`src/rtl/fp32_pkg.sv`:
```
// Shared FP32 field constants, sequencer state encoding and a special-value helper.
package fp32_pkg;

  localparam int unsigned SIGN_BIT = 31;
  localparam int unsigned EXP_MSB  = 30;
  localparam int unsigned EXP_LSB  = 23;
  localparam int unsigned MAN_W    = 23;
  localparam logic [7:0]  EXP_ALL1 = 8'hFF;

  localparam logic [31:0] FP_ONE  = 32'h3F800000;
  localparam logic [31:0] FP_ZERO = 32'h0;

  typedef enum logic [1:0] {
    IDLE = 2'd0,
    ACC  = 2'd1,
    ADD  = 2'd2,
    OUT  = 2'd3
  } state_t;

  // Inf or NaN: exponent field all ones
  function automatic logic is_special(input logic [31:0] x);
    return x[EXP_MSB:EXP_LSB] == EXP_ALL1;
  endfunction

endpackage

```
`src/rtl/fp_accum_seq.sv`:
```
// Packet accumulator sequencer around an external combinational FP32 adder.
// Optional FP_ACCUM_SPECIAL_EN adds a sticky Inf/NaN flag on out_special.
module fp_accum_seq
  import fp32_pkg::*;
#(
  parameter int unsigned ADD_LAT = 0,
  parameter int unsigned CNT_W   = 16
) (
  input  logic             sysclk,
  input  logic             reset,
  input  logic             in_valid,
  output logic             in_ready,
  input  logic [31:0]      in_data,
  input  logic             in_last,
  output logic [31:0]      add_a,
  output logic [31:0]      add_b,
  input  logic [31:0]      add_c,
  output logic             out_valid,
  input  logic             out_ready,
  output logic [31:0]      out_data,
  output logic [CNT_W-1:0] out_count
`ifdef FP_ACCUM_SPECIAL_EN
  ,
  output logic             out_special
`endif
);

  localparam int unsigned     LAT_W   = (ADD_LAT > 0) ? $clog2(ADD_LAT + 1) : 1;
  localparam logic [LAT_W-1:0] LAT_END = LAT_W'(ADD_LAT);

  state_t           state, state_nxt;
  logic [31:0]      acc, opnd;
  logic [CNT_W-1:0] count;
  logic [LAT_W-1:0] lat_cnt;
  logic             last_r;
  logic             in_xfer, out_xfer, add_done;

  // State is already IDLE during reset, so readiness is masked explicitly
  assign in_ready  = !reset && ((state == IDLE) || (state == ACC));
  assign out_valid = (state == OUT);
  assign in_xfer   = in_valid && in_ready;
  assign out_xfer  = out_valid && out_ready;
  assign add_done  = (state == ADD) && (lat_cnt == LAT_END);

  assign add_a     = acc;
  assign add_b     = opnd;
  assign out_data  = out_valid ? acc : '0;
  assign out_count = out_valid ? count : '0;

  always_ff @(posedge sysclk or posedge reset) begin
    if (reset) state <= IDLE;
    else       state <= state_nxt;
  end

  always_comb begin
    state_nxt = state;
    case (state)
      IDLE: if (in_xfer)   state_nxt = in_last ? OUT : ACC;
      ACC:  if (in_xfer)   state_nxt = ADD;
      ADD:  if (add_done)  state_nxt = last_r ? OUT : ACC;
      OUT:  if (out_xfer)  state_nxt = IDLE;
      default:             state_nxt = IDLE;
    endcase
  end

  always_ff @(posedge sysclk or posedge reset) begin
    if (reset) begin
      acc     <= '0;
      opnd    <= '0;
      count   <= '0;
      lat_cnt <= '0;
      last_r  <= 1'b0;
    end else begin
      case (state)
        IDLE: if (in_xfer) begin
          acc   <= in_data;
          count <= CNT_W'(1);
        end
        ACC: if (in_xfer) begin
          opnd    <= in_data;
          last_r  <= in_last;
          count   <= (&count) ? count : count + 1'b1;
          lat_cnt <= '0;
        end
        ADD: begin
          if (add_done) acc     <= add_c;
          else          lat_cnt <= lat_cnt + 1'b1;
        end
        OUT: if (out_xfer) count <= '0;
        default: ;
      endcase
    end
  end

`ifdef FP_ACCUM_SPECIAL_EN
  logic special_r;

  always_ff @(posedge sysclk or posedge reset) begin
    if (reset)
      special_r <= 1'b0;
    else if (out_xfer)
      special_r <= 1'b0;
    else if ((in_xfer && is_special(in_data)) || (add_done && is_special(add_c)))
      special_r <= 1'b1;
  end

  assign out_special = special_r;
`endif

endmodule

```
`config.mk`:
```
export PLATFORM = sky130hd
export DESIGN_NAME = fp_accum_seq
export DESIGN_NICKNAME = d
export VERILOG_FILES = /design/src/rtl/fp32_pkg.sv /design/src/rtl/fp_accum_seq.sv
export SDC_FILE = /design/constraint.sdc
export NUM_CORES = 1
export LEC_CHECK = 0
export ABC_AREA = 1
export CAP_MARGIN = 20
export CORE_MARGIN = 5
export CORE_UTILIZATION = 35
export CTS_CLUSTER_SIZE = 24
export DETAILED_ROUTE_END_ITERATION = 7
export GPL_ROUTABILITY_DRIVEN = 0
export GPL_TIMING_DRIVEN = 0
export HOLD_SLACK_MARGIN = 0.06
export PLACE_DENSITY_LB_ADDON = 0.05
export SLEW_MARGIN = 10
export SYNTH_ARGS = -nofsm -noshare
export SYNTH_HDL_FRONTEND = slang
export SYNTH_SLANG_ARGS = --single-unit
```
`constraint.sdc`:
```
create_clock -name sysclk -period 2.85 [get_ports sysclk]
set_clock_uncertainty 0.2 [all_clocks]
set_input_delay 0.57 -clock sysclk [delete_from_list [all_inputs] [get_ports sysclk]]
set_output_delay 0.57 -clock sysclk [all_outputs]
set_load 0.01 [all_outputs]
```
* Word level (Yosys, flattened, before mapping)
Cells that the tools add are included.
** Storage, ports and cells
- Bits in registers :: 84
- Output and inout bits :: 114
** Cells by class
- Equality and inequality tests :: 9
- Reductions and logical operators :: 16
- Bitwise gates (word level) :: 1
- Add/subtract/negate cells :: 2
- Muxes and demuxes :: 20
** Operators with widths (number)
- $mux 32 :: 3
- $mux 16 :: 5
- $pmux 32 s2 :: 1
- $pmux 16 s3 :: 1
- $add 16x1->16 const B :: 1
- $reduce_and 16->1 :: 1
- $mux 2 :: 6
- $ne 2x2->1 const B :: 5
- $pmux 2 s4 :: 1
- $reduce_and 3->1 :: 2
- $reduce_and 5->1 :: 1
- $eq 2x2->1 const B :: 2
- $logic_and 1x1->1 :: 4
- $reduce_and 4->1 :: 1
- $reduce_bool 2->1 :: 2
- $reduce_bool 3->1 :: 1
- $eq 2x1->1 const B :: 1
- $logic_not 2->1 :: 1
- $mux 1 :: 2
- $ne 2x1->1 const B :: 1
- $pmux 1 s2 :: 1
- $reduce_and 2->1 :: 1
- $add 1x1->1 const B :: 1
- $logic_not 1->1 :: 1
- 2 further kinds :: 2

* Depth between registers and ports, before layout
- Depth after elaboration :: 6
- Gate-level depth with buffers :: 11
- Gate-level depth less buffers :: 10

* Worst setup path after synthesis
No wires, ideal clock.
- Kind :: input port to flip-flop
- Start point :: input reset
- End point :: register count[3]
- Required time :: 2.527 ns
- Buffers on the path :: 1
- Setup time :: 0.123 ns
- Arrival time :: 3.272 ns
- Stages :: 7
- Slack :: -0.745 ns
- Cells stage by stage :: inv_1 -> a21oi_1 -> nor2_4 -> nand2_4 -> buf_6 -> nand2_1 -> o21ai_1
** Between the ends
- Cells in the longest elaborated chain, start to end :: 5
** RTL lines
- start: declaration :: line fp_accum_seq.sv:10 : input logic reset,
- $logic_not 1->1 (no line) *
- $logic_and 1x1->1 * :: line fp_accum_seq.sv:39 : assign in_ready = !reset && ((state == IDLE) || (state == ACC));
- $logic_and 1x1->1 * :: line fp_accum_seq.sv:41 : assign in_xfer = in_valid && in_ready;
- $ne 2x2->1 (no line)
- $reduce_and 5->1 (no line) *
- end signal: assignment :: line fp_accum_seq.sv:82 : count <= (&count) ? count : count + 1'b1;
- end: declaration :: line fp_accum_seq.sv:33 : logic [CNT_W-1:0] count;
Mark *: on every way between the ends. The rest lies on a longest branch, timed or not.
A chain may end at the register's enable or synchronous reset.

* Final worst setup path
- Start point :: register state[1]
- End point :: output out_count[2]
** Between the ends
- Cells in the longest elaborated chain, start to end :: 2
** RTL lines
- start: declaration :: line fp_accum_seq.sv:31 : state_t state, state_nxt;
- start signal: assignment :: line fp_accum_seq.sv:52 : else state <= state_nxt;
- $eq 2x2->1 :: line fp_accum_seq.sv:40 : assign out_valid = (state == OUT);
- $mux 16 :: line fp_accum_seq.sv:48 : assign out_count = out_valid ? count : '0;
- end: declaration :: line fp_accum_seq.sv:21 : output logic [CNT_W-1:0] out_count
Every way passes these cells.

==> qor.txt <==
depth of the most critical reg-to-reg path -> 8
EDFF count, synth -> 0
CTS H-tree depth -> 3
post-cts gate resize count -> 12
DR pass1 iterations -> 4
fin cells -> 947
Max Clk Rate -> 0.361 GHz
Multi-input gate area -> 1910 µm²
minimum clock period after layout -> 2.77 ns
initial antenna violation count -> 0
DP Worst Slack -> -0.453 ns
first-pass GRT wire length -> 22600 µm
RSZ-0062 raised after global routing -> no
fin crit share -> 97.1%
r2r endpoint -> add_b[11]$_DFFE_PP0P_
async set-or-reset flop fraction in the synthesized netlist -> 100%
Die W -> 124 µm
Post-Syn Instances -> 575
std cell rows -> 41
Hold WC Path Type -> reg -> reg
synth warn -> 0
CP startpoint kind -> flip-flop
top post-synthesis cells by area -> dfrtp_1, nand2_1, inv_1
final net count -> 844
fill count -> 1231
Slew headroom -> 59.0%
R2R setup slack -> 0.70 ns
drt drc -> 0
Pwr per Cell Area -> 1050 nW/µm²
Register Area -> 2100 µm²
met1 usage in global routing -> 23.6%
required time of the critical path -> 2.08 ns
post-route antenna net violation count -> 0
vias in the first global route -> 4426
Synth Net Count -> 649
status -> completed
synthesized flop and latch total -> 84
total grt overflow -> 0
CTS tree -> done
CTS clk-pin slew, worst paths -> 0.06 ns
Yosys top cell area share -> 46.5%
Static Leakage -> 3.46 nW
Worst R2R Start -> state[1]$_DFFE_PP0P_
Hold Fails Final Rpt -> 0
clock sink count -> 84
initial drt markers -> 217
final count of pins violating max slew -> 0
Worst setup EP type -> output pin
Post-CTS Hold Buffers -> 0
most frequent cell after synthesis -> nand2_1
post-synth cell types -> 30
Worst Setup Slack, final -> 0.0833 ns
# port buffers -> 182
design area -> 7000 µm²
Top Usage Layer GRT -> met2
Via density -> 4.55
clk root buf -> clkbuf_16
hold path start -> add_b[10]$_DFFE_PP0P_
placed cell area -> 6610 µm²
crit path max fanout -> 10
GRT Overall Usage -> 19.1%
Initial Utilization -> 35.8%
layout cells sized above 1 -> 11.2%
VDD IR-drop max -> 0.000428 V
synthesis-to-finish area growth -> 55.0%
die height -> 124 µm
final HPWL from detailed placement -> 10700 µm
Vias -> 4305
Worst Hold End -> add_b[10]$_DFFE_PP0P_
worst-case clock buffer depth -> 2
Total Wirelength -> 14300 µm
Max-cap violations -> 0
IO Count -> 183
Routed wire per std cell -> 15.1 µm
Worst EP arrival -> 2.00 ns
Mapped Area -> 4520 µm²
top_reg_cell synth -> dfrtp_1
post-CTS setup buffer count -> 0
die footprint -> 15300 µm²
worst-margin pin slew -> 0.614 ns
Post-Syn Area per Cell -> 7.86 µm²
largest area contributor in the netlist -> dfrtp_1
Clk Latency, worst-skew pair -> 0.34 ns
ant diodes -> 0
number of buffers created by CTS -> 9
Post-Place Cells -> 931
pin count of the biggest net entering global routing -> 36
WHS Path Cells -> 2
core area -> 12600 µm²
final setup vio count -> 0
Crit Path Category -> reg -> out
GRT met2 Usage -> 31.9%
met3 Usage GRT -> 5.50%
top cells by count, synth -> nand2_1, inv_1, dfrtp_1
Seq/Total Area, Yosys -> 46.5%
critical path, cell delays in order, from the launching register on:
cell and delay [ns]:
dfrtp_1 0.41, ha_4 0.20, clkbuf_8 0.19, buf_4 0.18
nand2_1 0.07, inv_1 0.06, clkdlybuf4s50_1 0.54
logic make-up (layout without fill, tap and decap cells):
| family | Yosys count | after routing | share of synthesized area (%) |
|---|---|---|---|
| AOI/OAI and AO/OA | 112 | 112 | 15.3 |
| and+or+nand+nor | 246 | 246 | 23.2 |
| adders and majority gates | 5 | 5 | 1.38 |
| buffers and inverters | 118 | 318 | 11.7 |
| DFF | 84 | 84 | 46.5 |
| xor gates and xnor gates | 10 | 10 | 1.94 |
stage by stage:
stage	TNS (ns)	power [mW]	hold slack, ns	util [%]
5_1_grt	0	7.90	0.306	55.5
2_1_floorplan	0	4.12	0.259	-
3_5_place_dp	-6.21	6.00	0.273	52.4
4_1_cts	0	7.47	0.289	55.5
6_report	0	7.39	0.286	55.5
3_3_place_gp	-34.51	5.94	0.266	52.1
final cells by class:
| type | instances | share of cell area, % |
|---|---|---|
| inverter | 91 | 4.93 |
| tap | 172 | 3.07 |
| clock inverter | 4 | 1.36 |
| clock buffer | 12 | 3.66 |
| multi-input combinational | 373 | 27.3 |
| buffer | 27 | 3.06 |
| sequential | 84 | 30.0 |
| timing repair buffer | 184 | 26.6 |
sequential cells by signal, summed over array words and instances (netlist names):
signal,count
count,16
add_b,32
state,2
last_r,1
lat_cnt,1
add_a,32
power by group:
part           total [mW]  switching [mW]  internal, mW
registers            2.05           0.363          1.69
clock network        1.40           0.500         0.904
logic                3.93            2.04          1.89
worst max-delay path by stage:
stage,startpoint,endpoint,slack (ns)
global route,state[0]$_DFFE_PP0P_,out_count[9],0.004
CTS,state[0]$_DFFE_PP0P_,out_count[2],0.0001
global placement,reset,count[2]$_DFFE_PP0P_,-1.42
floorplan,reset,count[3]$_DFFE_PP0P_,0.002
detailed placement,state[0]$_DFFE_PP0P_,out_count[12],-0.45
finish,state[1]$_DFFE_PP0P_,out_count[2],0.08
routing by layer:
metal  part of all wire (%)  vias up
met5                      0        -
met4                    1.7        0
met3                    7.1       16
met2                     49      112
met1                     42     2020
li1                       -     2157
layout by cell type (no fill, tap or decap), drive strengths merged:
cell and count:
bufinv 3, o21ai 107, nand3b 2, clkbuf 23
clkdlybuf4s50 182, dfrtp 84, ha 5, o211ai 1
a22oi 1, clkinv 1, nand2 207, inv 90
a21oi 3, nand4 5, xnor2 7, nor2 22
buf 18, nor3 1, nand3 9, xor2 3
clkinvlp 1
Power figures use the tool's default switching activity.
